File: src/rtl/fractal_pkg.sv
// fractal_pkg: shared widths, iteration limit, kernel latency derivation and the slot sideband type.
// Contents: *_DEF width defaults, MAX_ITER, ITER_WIDTH, kernel_latency(), slot_t {valid, tag, cr, ci}.
package fractal_pkg;
   localparam int DATA_WIDTH_DEF = 32;
   localparam int FRAC_WIDTH_DEF = 28;
   localparam int TAG_WIDTH_DEF  = 16;
   localparam int MUL_DEPTH_DEF  = 7;
   localparam int MAX_ITER       = 255;
   localparam int ITER_WIDTH     = $clog2(MAX_ITER + 1);

   // One register stage follows the multiplier pipeline inside the kernel.
   function automatic int kernel_latency(input int mul_depth);
      return mul_depth + 1;
   endfunction

   typedef struct packed {
      logic                      valid;
      logic [TAG_WIDTH_DEF-1:0]  tag;
      logic [DATA_WIDTH_DEF-1:0] cr;
      logic [DATA_WIDTH_DEF-1:0] ci;
   } slot_t;
endpackage

File: src/rtl/fractal_slot_delay.sv
// fractal_slot_delay: DEPTH-stage shift register of slot_t that tracks the kernel pipeline.
// Ports: clk, resetn (async, active-low), i_slot (stage 0 input), o_slot (stage DEPTH-1 output).
// Only the valid bits are reset; payload flops are plain data registers.
module fractal_slot_delay
   import fractal_pkg::*;
#(
   parameter int DEPTH = 8
)(
   input  logic  clk,
   input  logic  resetn,
   input  slot_t i_slot,
   output slot_t o_slot
);
   logic [DEPTH-1:0] r_valid;
   slot_t            r_data [DEPTH];

   always_ff @(posedge clk or negedge resetn)
      if (!resetn) r_valid <= '0;
      else         r_valid <= DEPTH'({r_valid, i_slot.valid});

   always_ff @(posedge clk) begin
      r_data[0] <= i_slot;
      for (int i = 1; i < DEPTH; i++) r_data[i] <= r_data[i-1];
   end

   always_comb begin
      o_slot       = r_data[DEPTH-1];
      o_slot.valid = r_valid[DEPTH-1];
   end
endmodule

File: src/rtl/fractal_scheduler.sv
// fractal_scheduler: slot scheduler for the pipelined z' = z^2 + c kernel (inject / recirculate / retire).
// Ports: clk, resetn (async, active-low); enable; in_valid/in_ready/in_cr/in_ci/in_tag (pixel input);
//        out_valid/out_ready/out_iter/out_tag (registered result stream); busy;
//        k_* (kernel inputs driven, kernel outputs returned KERNEL_LATENCY cycles later).
// Build option: define JULIA_EN to add julia_mode/julia_cr/julia_ci (Julia injection z=in_c, c=julia_c).
module fractal_scheduler
   import fractal_pkg::*;
#(
   parameter int DATA_WIDTH         = DATA_WIDTH_DEF,
   parameter int FRAC_WIDTH         = FRAC_WIDTH_DEF,
   parameter int MUL_PIPELINE_DEPTH = MUL_DEPTH_DEF,
   parameter int TAG_WIDTH          = TAG_WIDTH_DEF
)(
   input  logic                  clk,
   input  logic                  resetn,
   input  logic                  enable,
   input  logic                  in_valid,
   output logic                  in_ready,
   input  logic [DATA_WIDTH-1:0] in_cr,
   input  logic [DATA_WIDTH-1:0] in_ci,
   input  logic [TAG_WIDTH-1:0]  in_tag,
`ifdef JULIA_EN
   input  logic                  julia_mode,
   input  logic [DATA_WIDTH-1:0] julia_cr,
   input  logic [DATA_WIDTH-1:0] julia_ci,
`endif
   output logic                  out_valid,
   input  logic                  out_ready,
   output logic [ITER_WIDTH-1:0] out_iter,
   output logic [TAG_WIDTH-1:0]  out_tag,
   output logic                  busy,
   output logic                  k_inc_enabled,
   output logic [DATA_WIDTH-1:0] k_zr_in,
   output logic [DATA_WIDTH-1:0] k_zi_in,
   output logic [DATA_WIDTH-1:0] k_cr_in,
   output logic [DATA_WIDTH-1:0] k_ci_in,
   output logic [ITER_WIDTH-1:0] k_iter_in,
   output logic                  k_finished_in,
   input  logic [DATA_WIDTH-1:0] k_zr_out,
   input  logic [DATA_WIDTH-1:0] k_zi_out,
   input  logic [ITER_WIDTH-1:0] k_iter_out,
   input  logic                  k_finished_out
);
   localparam int KERNEL_LATENCY = kernel_latency(MUL_PIPELINE_DEPTH);
   localparam int CW             = $clog2(KERNEL_LATENCY + 1);

   // slot_t is sized from the package, so the data/tag widths are fixed to it.
   if (DATA_WIDTH != DATA_WIDTH_DEF || TAG_WIDTH != TAG_WIDTH_DEF || FRAC_WIDTH >= DATA_WIDTH)
      $error("fractal_scheduler: DATA_WIDTH/TAG_WIDTH must match fractal_pkg::slot_t");

   slot_t                 w_ret;
   slot_t                 w_slot_in;
   logic                  w_out_cap;
   logic                  w_retire;
   logic                  w_keep;
   logic                  w_inject;
   logic [DATA_WIDTH-1:0] w_inj_zr;
   logic [DATA_WIDTH-1:0] w_inj_zi;
   logic [DATA_WIDTH-1:0] w_inj_cr;
   logic [DATA_WIDTH-1:0] w_inj_ci;
   logic                  r_out_valid;
   logic [ITER_WIDTH-1:0] r_out_iter;
   logic [TAG_WIDTH-1:0]  r_out_tag;
   logic [CW-1:0]         r_count;

   // A returning slot stays occupied unless it finished and the output register can take it;
   // a finished item that cannot retire is sent round again with finished=1 (iter held by kernel).
   assign w_out_cap = !r_out_valid || out_ready;
   assign w_retire  = w_ret.valid && k_finished_out && w_out_cap;
   assign w_keep    = w_ret.valid && !w_retire;
   assign in_ready  = enable && !w_keep;
   assign w_inject  = in_ready && in_valid;

`ifdef JULIA_EN
   assign w_inj_zr = julia_mode ? in_cr : '0;
   assign w_inj_zi = julia_mode ? in_ci : '0;
   assign w_inj_cr = julia_mode ? julia_cr : in_cr;
   assign w_inj_ci = julia_mode ? julia_ci : in_ci;
`else
   assign w_inj_zr = '0;
   assign w_inj_zi = '0;
   assign w_inj_cr = in_cr;
   assign w_inj_ci = in_ci;
`endif

   always_comb begin
      k_zr_in         = w_keep ? k_zr_out : w_inj_zr;
      k_zi_in         = w_keep ? k_zi_out : w_inj_zi;
      k_cr_in         = w_keep ? w_ret.cr : w_inj_cr;
      k_ci_in         = w_keep ? w_ret.ci : w_inj_ci;
      k_iter_in       = w_keep ? k_iter_out : '0;
      k_finished_in   = w_keep && k_finished_out;
      k_inc_enabled   = w_keep || w_inject;
      w_slot_in.valid = k_inc_enabled;
      w_slot_in.tag   = w_keep ? w_ret.tag : in_tag;
      w_slot_in.cr    = k_cr_in;
      w_slot_in.ci    = k_ci_in;
   end

   fractal_slot_delay #(.DEPTH(KERNEL_LATENCY)) u_ring (
      .clk    (clk),
      .resetn (resetn),
      .i_slot (w_slot_in),
      .o_slot (w_ret)
   );

   always_ff @(posedge clk or negedge resetn)
      if (!resetn) begin
         r_out_valid <= 1'b0;
         r_out_iter  <= '0;
         r_out_tag   <= '0;
         r_count     <= '0;
      end else begin
         if (w_retire) begin
            r_out_iter <= k_iter_out;
            r_out_tag  <= w_ret.tag;
         end
         r_out_valid <= w_retire || (r_out_valid && !out_ready);
         r_count     <= r_count + CW'(w_inject) - CW'(w_retire);
      end

   assign out_valid = r_out_valid;
   assign out_iter  = r_out_iter;
   assign out_tag   = r_out_tag;
   assign busy      = (r_count != '0) || r_out_valid;
endmodule

File: config.mk
export PLATFORM = sky130hd
export DESIGN_NAME = fractal_scheduler
export DESIGN_NICKNAME = d
export VERILOG_FILES = /design/src/rtl/fractal_pkg.sv /design/src/rtl/fractal_slot_delay.sv /design/src/rtl/fractal_scheduler.sv
export SDC_FILE = /design/constraint.sdc
export NUM_CORES = 1
export LEC_CHECK = 0
export ABC_CLOCK_PERIOD_IN_PS = 2510
export CORE_ASPECT_RATIO = 1.25
export CORE_MARGIN = 8
export CORE_UTILIZATION = 50
export DETAILED_ROUTE_END_ITERATION = 10
export PLACE_DENSITY = 0.77
export RECOVER_POWER = 25
export SLEW_MARGIN = 20
export SYNTH_ARGS = -nofsm -noshare
export SYNTH_HDL_FRONTEND = slang
export SYNTH_SLANG_ARGS = --single-unit
File: constraint.sdc
create_clock -name clk -period 2.51 [get_ports clk]
set_clock_uncertainty 0.2 [all_clocks]
set_input_delay 0.3765 -clock clk [delete_from_list [all_inputs] [get_ports clk]]
set_output_delay 0.3765 -clock clk [all_outputs]
set_load 0.01 [all_outputs]
==> flow_summary_export.csv, run 1 <==
group,metric,value,unit
timing,fin_ws,-0.283,ns
routing,drt-total-wl,32.5,mm
pwr,leakage,9.87,nW
pwr,pwr-share-comb,0.095,
pwr,power_density,1070,nW/µm²
grt,first_global_vias,8344,
synth,yosysMostFrequentCell,"dfxtp_1",
worst_setup_path,crit_type,"flip-flop to output port",
synth,avgSynthCellArea,17.2,µm²
clock_network,cts_buffers,56,
pwr,switching_share,0.208,
pwr,p_seq_frac,0.524,
place,dp_hpwl,20.7,mm
place,dp_worst_setup_slack,-0.441,ns
floorplan,io_pins,323,
pwr,p_clk_frac,0.380,
routing,drtAntennaViolNets,0,
floorplan,core-area,32700,µm²
worst_hold_path,hold_depth,0,
grt,grt_pass1_wl,47.4,mm
pwr,ir_drop,870,µV
grt,track_usage,0.158,
routing,drcViolationCount,0,
routing,vias,7668,
synth,synth_seq_cells,677,
worst_setup_path,r2r_slack,0.17,ns
timing,slew_headroom,0.413,
timing,finalSetupViolCount,117,
clock_network,clock_sink_count,677,
synth,dominantRegCellSynth,"dfxtp_1",
synth,syn_area,16600,µm²
synth,ys_top_cells_by_count,"dfxtp_1 (640), mux2_4 (79), and2_1 (72), buf_4 (65), dfrtp_1 (37)",
timing,rsz0062_at_grt,"yes",
pwr,power.switching,0.00502,W
timing,tightestPinTransition,0.880,ns
clock_network,clock-root-buffer,"clkbuf_16",
synth,yosysUniqueCellTypes,26,
floorplan,die_y,220,µm
outcome,violations,"negative setup slack",
synth,yosysWarnings,0,
worst_setup_path,crit_required,1.93,ns
worst_setup_path,path_max_fanout,6,
place,place.gp.congestion,0.811,
floorplan,rows,74,
synth,synthTopCellsByArea,"dfxtp_1 (77%), mux2_4 (7.1%), dfrtp_1 (5.6%)",
worst_setup_path,crit_arrival,2.22,ns
synth,yosysTopAreaCell,"dfxtp_1",
synth,synth_nets,1130,
routing,first_iter_violations,233,
layout,multi_input_area,2200,µm²
clock_network,clk_latency,0.58,ns
pwr,intPower,0.0191,W
layout,stdcell_area,22500,µm²
routing,drt-vias-per-instance,4.28,
grt,antenna_found_initial,3,
clock_network,cts_tree,"yes",
synth,async_reset_ff_frac,0.0547,
worst_setup_path,rr_worst_depth,11,
flow_run,max_cap_viol_count,0,
clock_network,clockBufferDepth,3,
grt,grt_max_degree,38,
floorplan,dieWidth,179,µm
timing,timing_hold_violations_final,0,
synth,synthDominantCellAreaShare,0.771,
worst_setup_path,cp-start-kind,"flip-flop",
timing,finalCritPeriodShare,1.11,
timing,slew_viol_final,0,
routing,drt-pass1-iter-count,4,
layout,nets,1491,
clock_network,htreeDepth,2,
layout,final.fill_count,2101,
layout,area_delta_synth_final,35.2,%
floorplan,dieArea,39400,µm²
routing,wl_per_cell,18.2,µm
timing,post-route-min-period,2.79,ns
synth,synth_edf_count,0,
synth,yosysSeqAreaShare,0.827,
timing,max_clock_freq,0.358,GHz
worst_hold_path,hold_class,"flip-flop to flip-flop",
outcome,outcome,"finished with violations",
place,portBuffers,322,
worst_setup_path,endpoint_kind,"output port",
floorplan,initial_utilization,0.508,
layout,drive_gt1_frac,0.314,
synth,syn_inst,966,
clock_network,clkTransAtPathRegs,0.06,ns
grt,overflow,0,
place,placed_cell_area,19900,µm²
layout,ff_latch_area,13700,µm²
timing,whs,0.117,ns
## worst max-delay path, stage by stage, from the launching register on
cell	delay [ns]
dfrtp_1	0.40
nand2b_4	0.08
a21boi_4	0.19
buf_6	0.15
buf_12	0.15
buf_6	0.12
buf_6	0.12
mux2_4	0.32
buf_6	0.13
## metrics by stage
step | util | cells | total power (W) | TNS, ns
after floorplan | - | 966 | 0.0138 | 0
after global placement | 0.608 | 1648 | 0.0148 | -42.53
after detailed placement | 0.608 | 1648 | 0.0149 | -43.96
after CTS | 0.678 | 1786 | 0.0242 | -24.46
after global routing | 0.687 | 1792 | 0.0250 | -31.89
final | 0.687 | 1793 | 0.0241 | -17.73
## layout make-up
class	count	share of cell area
well taps	418	0.0233
multi-input cells	197	0.0979
diodes	1	0.000111
clock inverters	24	0.0150
inverters	8	0.00134
flip-flops and latches	677	0.611
clock buffers	81	0.0756
repair buffers	387	0.175
## power groups by stage
stage,logic (W),clock network (W),registers (W)
after CTS,0.00216,0.00938,0.0127
after floorplan,0.00107,0,0.0127
after global placement,0.00201,0,0.0128
final,0.00230,0.00916,0.0126
after global routing,0.00245,0.00983,0.0128
after detailed placement,0.00206,0,0.0128
## layout by cell type, fill, tap and decap left out, drive strengths merged
cell type	count
inv	11
clkdlybuf4s50	181
ha	5
dfxtp	640
dfrtp	37
a21o	1
xor2	1
nand2b	2
buf	184
nor2b	2
a21boi	1
dlygate4sd3	1
and2	72
dlymetal6s2s	1
xnor2	1
clkinv	11
or4b	1
bufbuf	2
nor2	2
nand2	3
a21oi	1
clkdlybuf4s15	15
clkinvlp	3
mux2	104
diode	1
fa	1
clkbuf	84
bufinv	7
## cell families (layout without fill, tap and decap cells)
logic type | Yosys count | count (layout) | synth area share
and+or+nand+nor | 82 | 82 | 0.0313
buffers and inverters | 92 | 500 | 0.0456
other | 0 | 1 | 0
muxes | 104 | 104 | 0.0883
AOI/OAI and AO/OA | 3 | 3 | 0.00188
adders and majority gates | 6 | 6 | 0.00497
xor gates and xnor gates | 2 | 2 | 0.00105
DFF | 677 | 677 | 0.827
## flip-flops by register name (all words and copies together) (netlist names)
register and count:
out_valid 1, out_iter 8, r_count 4, u_ring.r_data 640, out_tag 16, u_ring.r_valid 8
## timing repair
item	4_1_cts	5_1_grt
setup endpoints to repair	139	142
cloned	6	2
hold endpoints to repair	37	0
hold buffers	1	0
setup buffers	26	9
resized for setup	546	167
pin swaps	2	14
## worst paths after layout
| check | start | to |
|---|---|---|
| min in group asynchronous | resetn | out_tag[8] |
| min reg2reg | u_ring.r_data[0][78] | u_ring.r_data[0][159] |
| min | u_ring.r_data[0][78] | u_ring.r_data[0][159] |
| max in group asynchronous | resetn | r_count[1] |
| max reg2reg | out_valid | r_count[2] |
| max | out_valid | k_ci_in[19] |
## metal layers
metal / part of all wire / vias up / wire (µm) / global-route usage
li1: - / 3712 / - / -
met1: 0.44 / 3644 / 14300 / 0.206
met2: 0.46 / 256 / 15000 / 0.249
met3: 0.079 / 54 / 2570 / 0.0498
met4: 0.020 / 2 / 658 / 0.0466
met5: 0.00034 / - / 11 / 0
Note: power is estimated with default switching activity, not from simulation.
==> run 2, diff against run 1 <==
Settings changed: CORE_ASPECT_RATIO 1.25 to unset, HOLD_SLACK_MARGIN set to 0.15.
==> flow_summary_export.csv, run 2 <==
group,metric,value,unit
synth,avgSynthCellArea,17.2,µm²
synth,synth_xor_area_frac,0.00105,
floorplan,die_y,198,µm
clock_network,clock-root-buffer,"clkbuf_16",
clock_network,cts_setup_buffers,27,
floorplan,dieWidth,198,µm
place,place.gp.congestion,0.783,
clock_network,clock_sink_count,677,
synth,synth-simple-area-share,0.0313,
synth,syn_inst,966,
synth,async_reset_ff_frac,0.0547,
clock_network,cts_buffers,58,
clock_network,hold_buffers,365,
synth,synth_nets,1130,
synth,yosysMostFrequentCell,"dfxtp_1",
clock_network,htreeDepth,2,
synth,yosysSeqAreaShare,0.827,
place,dp_hpwl,18.9,mm
synth,synth_top_family_by_area,"multiplexers",
place,portBuffers,322,
outcome,haltStage,"clock tree synthesis",
synth,syn_area,16600,µm²
clock_network,cts_resized,469,
synth,synthDominantCellAreaShare,0.771,
floorplan,io_pins,323,
synth,yosysWarnings,0,
place,place_inst,1680,
synth,synth_compound_area_frac,0.00188,
floorplan,rows,66,
synth,muxShareOfSynthArea,0.0883,
place,placed_cell_area,20000,µm²
synth,dominantRegCellSynth,"dfxtp_1",
synth,yosysTopAreaCell,"dfxtp_1",
synth,synth_seq_cells,677,
floorplan,initial_utilization,0.509,
outcome,error,"[ERROR RSZ-0060] Max buffer count reached.",
synth,ys_top_cells_by_count,"dfxtp_1 (640), mux2_4 (79), and2_1 (72), buf_4 (65), dfrtp_1 (37)",
outcome,outcome,"did not finish",
synth,synth_edf_count,0,
synth,synthAdderAreaFrac,0.00497,
clock_network,clockBufferDepth,3,
synth,synthTopCellsByArea,"dfxtp_1 (77%), mux2_4 (7.1%), dfrtp_1 (5.6%)",
synth,yosysUniqueCellTypes,26,
-- run 2: cell counts after synthesis --
No cell type changed its count.
-- run 2: per-stage QoR --
stage	setup slack [ns]	setup TNS (ns)	hold slack [ns]
2_1_floorplan	0.228	0	-0.119
3_3_place_gp	-0.427	-40.72	-0.0221
3_5_place_dp	-0.447	-41.80	-0.00927
-- run 2: cell families after synthesis --
logic type | after synthesis
buf+inv | 92
xor+xnor | 2
flops | 677
fa+ha+maj | 6
simple gates | 82
mux | 104
compound gates | 3
==> run 3, diff against run 2 <==
Settings changed: CORE_UTILIZATION 50 to 35, HOLD_SLACK_MARGIN 0.15 to unset, PLACE_DENSITY 0.77 to unset, PLACE_DENSITY_LB_ADDON set to 0.15.
==> flow_summary_export.csv, run 3 (same netlist as run 1, synthesis figures left out) <==
group,metric,value,unit
worst_setup_path,endpoint,"k_ci_in[0]",
routing,met3_length,3.10,mm
pwr,leakage,10.4,nW
routing,drt-total-wl,31.4,mm
layout,drive_gt1_frac,0.341,
worst_setup_path,path_max_fanout,5,
grt,grt_max_degree,25,
floorplan,dieWidth,234,µm
clock_network,cts_tree,"yes",
routing,drt-pass1-iter-count,4,
place,dp_hpwl,19.7,mm
layout,stdcell_area,23700,µm²
clock_network,clock-root-buffer,"clkbuf_16",
pwr,power_density,1050,nW/µm²
worst_setup_path,cp-start-kind,"flip-flop",
routing,vias,7705,
layout,final_common_cell,"dfxtp_1",
worst_setup_path,critPathTopFamily,"buffers and inverters",
clock_network,clk_latency,0.57,ns
worst_setup_path,r2r_end,"r_count[2]",
timing,slew_headroom,0.717,
clock_network,htreeDepth,3,
routing,first_iter_violations,206,
worst_setup_path,slowest_stage,"dfrtp_1",
timing,timing_hold_violations_final,0,
grt,first_global_vias,7916,
worst_setup_path,cp.buffers_inverters,6,
flow_run,max_cap_viol_count,0,
routing,wl_per_cell,15.4,µm
outcome,outcome,"finished with violations",
routing,drcViolationCount,0,
floorplan,core-area,47300,µm²
floorplan,die_y,234,µm
place,placed_cell_area,20200,µm²
place,portBuffers,322,
floorplan,dieArea,54700,µm²
worst_setup_path,rr_worst_depth,10,
clock_network,cts_buffers,67,
timing,max_clock_freq,0.353,GHz
layout,nets,1541,
floorplan,initial_utilization,0.351,
timing,slew_viol_final,0,
layout,final_cell_mix,"dfxtp_1 (640), clkdlybuf4s50_1 (186), buf_6 (141)",
outcome,violations,"negative setup slack",
layout,diodes,0,
pwr,power,0.0249,W
timing,rsz0062_at_grt,"yes",
layout,largest_reg_flops,640,
timing,post-route-min-period,2.83,ns
worst_setup_path,r2r_slack,0.10,ns
pwr,ir_drop,578,µV
worst_setup_path,rr_startpoint,"u_ring.r_valid[7]",
clock_network,clkTransAtPathRegs,0.06,ns
grt,track_usage,0.111,
worst_setup_path,crit_path_start,"u_ring.r_valid[7]",
worst_setup_path,endpoint_kind,"output port",
place,dp_worst_setup_slack,-0.456,ns
worst_setup_path,crit_path_cell_trace,"a21boi_4 -> buf_8 -> buf_12 -> buf_8 -> buf_16 -> buf_6 -> mux2_4 -> buf_6",
worst_setup_path,crit_required,1.93,ns
worst_hold_path,hold_class,"flip-flop to flip-flop",
layout,regMostFlops,"u_ring.r_data",
routing,drtAntennaViolNets,0,
grt,grt_pass1_wl,46.0,mm
floorplan,rows,80,
routing,met1_length,14.0,mm
worst_setup_path,cpPeakStageDelay,0.40,ns
clock_network,clockBufferDepth,3,
worst_setup_path,worst-path-stages,8,
worst_setup_path,crit_type,"flip-flop to output port",
grt,overflow,0,
routing,top_layer,"met5",
timing,finalCritPeriodShare,1.13,
timing,finalSetupViolCount,127,
clock_network,clock_sink_count,677,
layout,area_delta_synth_final,42.4,%
timing,fin_ws,-0.323,ns
timing,tightestPinTransition,0.425,ns
floorplan,io_pins,323,
timing,whs,0.119,ns
place,place.gp.congestion,0.743,
grt,antenna_found_initial,3,
worst_setup_path,crit_arrival,2.26,ns
layout,final.fill_count,3995,
routing,dr_wl_met2,13.6,mm
routing,drt-vias-per-instance,3.77,
-- run 3: report_power, final --
group | leakage (nW) | internal, W | switching [W]
combinational | 3.42 | 0.00164 | 0.000895
clock | 1.09 | 0.00590 | 0.00387
sequential | 5.84 | 0.0122 | 0.000399
total | 10.4 | 0.0197 | 0.00517
-- run 3: cell type report --
type	instances	area (µm²)	share of cell area
clock buffer	97	1970	0.0834
tap	615	769	0.0325
timing repair buffer	426	4640	0.196
sequential	677	13700	0.581
inverter	8	30.0	0.00127
multi-input combinational	197	2270	0.0962
clock inverter	22	235	0.00994
-- run 3: how the worst min path moves through the flow --
stage                                from                    end  slack [ns]  depth (start not counted)
floorplan                          resetn            out_iter[0]       -0.12                          0
global placement                   resetn            out_tag[11]        0.09                          1
detailed placement                 resetn            out_tag[11]         0.1                          1
CTS                 u_ring.r_data[0][247]    u_ring.r_data[1][4]        0.11                          0
global route         u_ring.r_data[0][91]  u_ring.r_data[0][172]        0.12                          0
finish              u_ring.r_data[0][247]    u_ring.r_data[1][4]        0.12                          0
-- run 3: stage by stage --
| step | utilization | instances | TNS, ns |
|---|---|---|---|
| 6_report | 0.500 | 2042 | -19.61 |
| 5_1_grt | 0.500 | 2042 | -32.90 |
| 4_1_cts | 0.487 | 2019 | -29.68 |
| 3_5_place_dp | 0.426 | 1848 | -50.78 |
| 3_3_place_gp | 0.426 | 1848 | -50.30 |
| 2_1_floorplan | - | 966 | 0 |
-- run 3: worst register-to-register path: stages, from the launching register on --
cell and delay, ns:
dfrtp_1 0.42, a21boi_4 0.17, buf_8 0.14, buf_12 0.14, buf_6 0.13, buf_4 0.14, nor2_1 0.15, ha_1 0.21
inv_1 0.06, fa_1 0.40, xnor2_1 0.13
-- run 3: timing repair --
item / CTS / global route
setup endpoints to repair: 140 / 140
pin swaps: 3 / 32
hold buffers: 3 / 0
gates resized for setup: 588 / 196
hold endpoints to repair: 37 / 0
setup buffers: 41 / 30
gates cloned: 8 / 3
-- run 3: layer usage --
metal  GRT usage  vias up
met2       0.163      233
met5           0        -
met4      0.0366        4
li1            -     3819
met3      0.0585       62
met1       0.140     3587
==> run 4, diff against run 3 <==
Settings changed: CELL_PAD_IN_SITES_DETAIL_PLACEMENT set to 0, CELL_PAD_IN_SITES_GLOBAL_PLACEMENT set to 1, CORE_MARGIN 8 to unset.
==> flow_summary_export.csv, run 4 (same netlist as run 1, synthesis figures left out) <==
group,metric,value,unit
worst_setup_path,crit_required,1.93,ns
layout,stdcell_area,23300,µm²
layout,diodes,0,
worst_setup_path,crit_path_cell_trace,"nand2b_4 -> a21boi_4 -> buf_12 -> buf_12 -> buf_8 -> buf_16 -> mux2_4 -> buf_6",
floorplan,initial_utilization,0.356,
timing,post-route-min-period,2.74,ns
layout,fin_cells,2024,
layout,regMostFlops,"u_ring.r_data",
timing,rsz0062_at_grt,"yes",
routing,top_layer,"met4",
place,placed_cell_area,20200,µm²
worst_setup_path,slowest_stage,"dfrtp_1",
timing,slew_viol_final,0,
clock_network,clock-root-buffer,"clkbuf_16",
grt,overflow,0,
grt,grt_pass1_wl,43.5,mm
routing,drt-vias-per-instance,3.82,
pwr,leakage,10.2,nW
floorplan,core-area,46700,µm²
layout,nets,1527,
layout,utilization,0.500,
worst_hold_path,hold_depth,0,
floorplan,die_y,220,µm
routing,drt-pass1-iter-count,7,
grt,antenna_found_initial,0,
timing,slew_headroom,0.586,
worst_setup_path,crit_type,"flip-flop to output port",
worst_setup_path,rr_startpoint,"out_valid",
worst_setup_path,cp-start-kind,"flip-flop",
routing,wl_per_cell,14.3,µm
place,dp_worst_setup_slack,-0.450,ns
routing,vias,7736,
routing,first_iter_violations,270,
routing,met3_length,2.26,mm
worst_setup_path,cpPeakStageDelay,0.39,ns
routing,drtAntennaViolNets,0,
place,place.gp.congestion,0.663,
pwr,power_density,1060,nW/µm²
clock_network,clkTransAtPathRegs,0.06,ns
worst_setup_path,endpoint_kind,"output port",
clock_network,cts_buffers,67,
routing,drt-total-wl,28.9,mm
worst_setup_path,crit_path_start,"out_valid",
timing,tightestPinTransition,0.620,ns
routing,met1_length,13.0,mm
outcome,violations,"design-rule violations, negative setup slack",
layout,largest_reg_flops,640,
flow_run,max_cap_viol_count,0,
outcome,outcome,"finished with violations",
worst_setup_path,crit_arrival,2.16,ns
place,place_inst,1840,
floorplan,dieArea,48300,µm²
routing,drcViolationCount,52,
pwr,ir_drop,560,µV
worst_setup_path,critPathTopFamily,"buffers and inverters",
timing,fin_ws,-0.227,ns
worst_setup_path,cp.buffers_inverters,5,
layout,final_common_cell,"dfxtp_1",
timing,finalSetupViolCount,112,
floorplan,dieWidth,220,µm
routing,dr_wl_met2,13.1,mm
worst_setup_path,rr_worst_depth,11,
grt,grt_max_degree,25,
place,dp_hpwl,17.4,mm
clock_network,clockBufferDepth,3,
worst_setup_path,crit_path_frequent_cell,"buf_12",
worst_setup_path,path_max_fanout,6,
floorplan,rows,79,
layout,drive_gt1_frac,0.335,
floorplan,io_pins,323,
grt,first_global_vias,7805,
worst_hold_path,hold_class,"flip-flop to flip-flop",
layout,final_cell_mix,"dfxtp_1 (640), clkdlybuf4s50_1 (181), buf_6 (128)",
timing,finalCritPeriodShare,1.09,
clock_network,clk_latency,0.58,ns
timing,timing_hold_violations_final,0,
worst_setup_path,worst-path-stages,8,
clock_network,htreeDepth,3,
timing,whs,0.111,ns
worst_hold_path,hold_start,"u_ring.r_data[0][144]",
place,portBuffers,322,
timing,max_clock_freq,0.365,GHz
grt,track_usage,0.120,
worst_setup_path,r2r_slack,0.17,ns
clock_network,clock_sink_count,677,
layout,area_delta_synth_final,40.3,%
clock_network,cts_tree,"yes",
-- run 4: cell count changes in the layout (fill, tap and decap cells not counted), moves of 6 or more --
cell	previous run	this run
and2_4	52	46
buf_2	4	16
and2_1	20	26
buf_6	141	128
clkbuf_1	15	23
-- run 4: area by class of cell --
cell class | instances | area (µm²)
clock inverter | 19 | 226
multi-input combinational | 197 | 2270
sequential | 677 | 13700
fill | 4013 | 23300
inverter | 8 | 30.0
clock buffer | 104 | 1980
timing repair buffer | 412 | 4310
tap | 607 | 759
-- run 4: power breakdown --
part / internal (W) / switching, W / leakage [nW]
clock network: 0.00579 / 0.00392 / 1.08
logic: 0.00156 / 0.000838 / 3.24
registers: 0.0122 / 0.000412 / 5.84
total: 0.0195 / 0.00517 / 10.2
-- run 4: routing by layer --
layer | vias to the layer above | GRT usage
li1 | 3793 | -
met1 | 3664 | 0.157
met2 | 227 | 0.181
met3 | 52 | 0.0442
met4 | 0 | 0.0467
met5 | - | 0
-- run 4: what timing repair did --
action / 4_1_cts / 5_1_grt
cloned: 10 / 0
hold buffers: 1 / 0
gates resized for setup: 699 / 66
endpoints found under the setup margin: 140 / 139
buffers inserted: 41 / 17
hold endpoints to repair: 20 / 0
pin swaps: 27 / 10
-- run 4: worst paths after layout --
path,to
min,u_ring.r_data[0][225]
min in group asynchronous,out_iter[3]
max reg2reg,r_count[2]
min reg2reg,u_ring.r_data[0][225]
max in group asynchronous,out_iter[7]
max,k_cr_in[20]
-- run 4: worst register-to-register path: stages (launching register included) --
cell and delay (ns):
dfrtp_1 0.41, nand2b_4 0.10, a21boi_4 0.06, buf_12 0.14, buf_4 0.14, buf_12 0.14, buf_16 0.15, nor2_1 0.12
ha_1 0.18, inv_1 0.06, fa_1 0.39, xnor2_1 0.14
-- run 4: metrics by stage --
stage          setup TNS (ns)  total power [W]
2_1_floorplan               0           0.0138
3_5_place_dp           -45.13           0.0149
3_3_place_gp           -43.01           0.0148
4_1_cts                -22.38           0.0251
5_1_grt                -24.48           0.0259
6_report               -12.52           0.0247
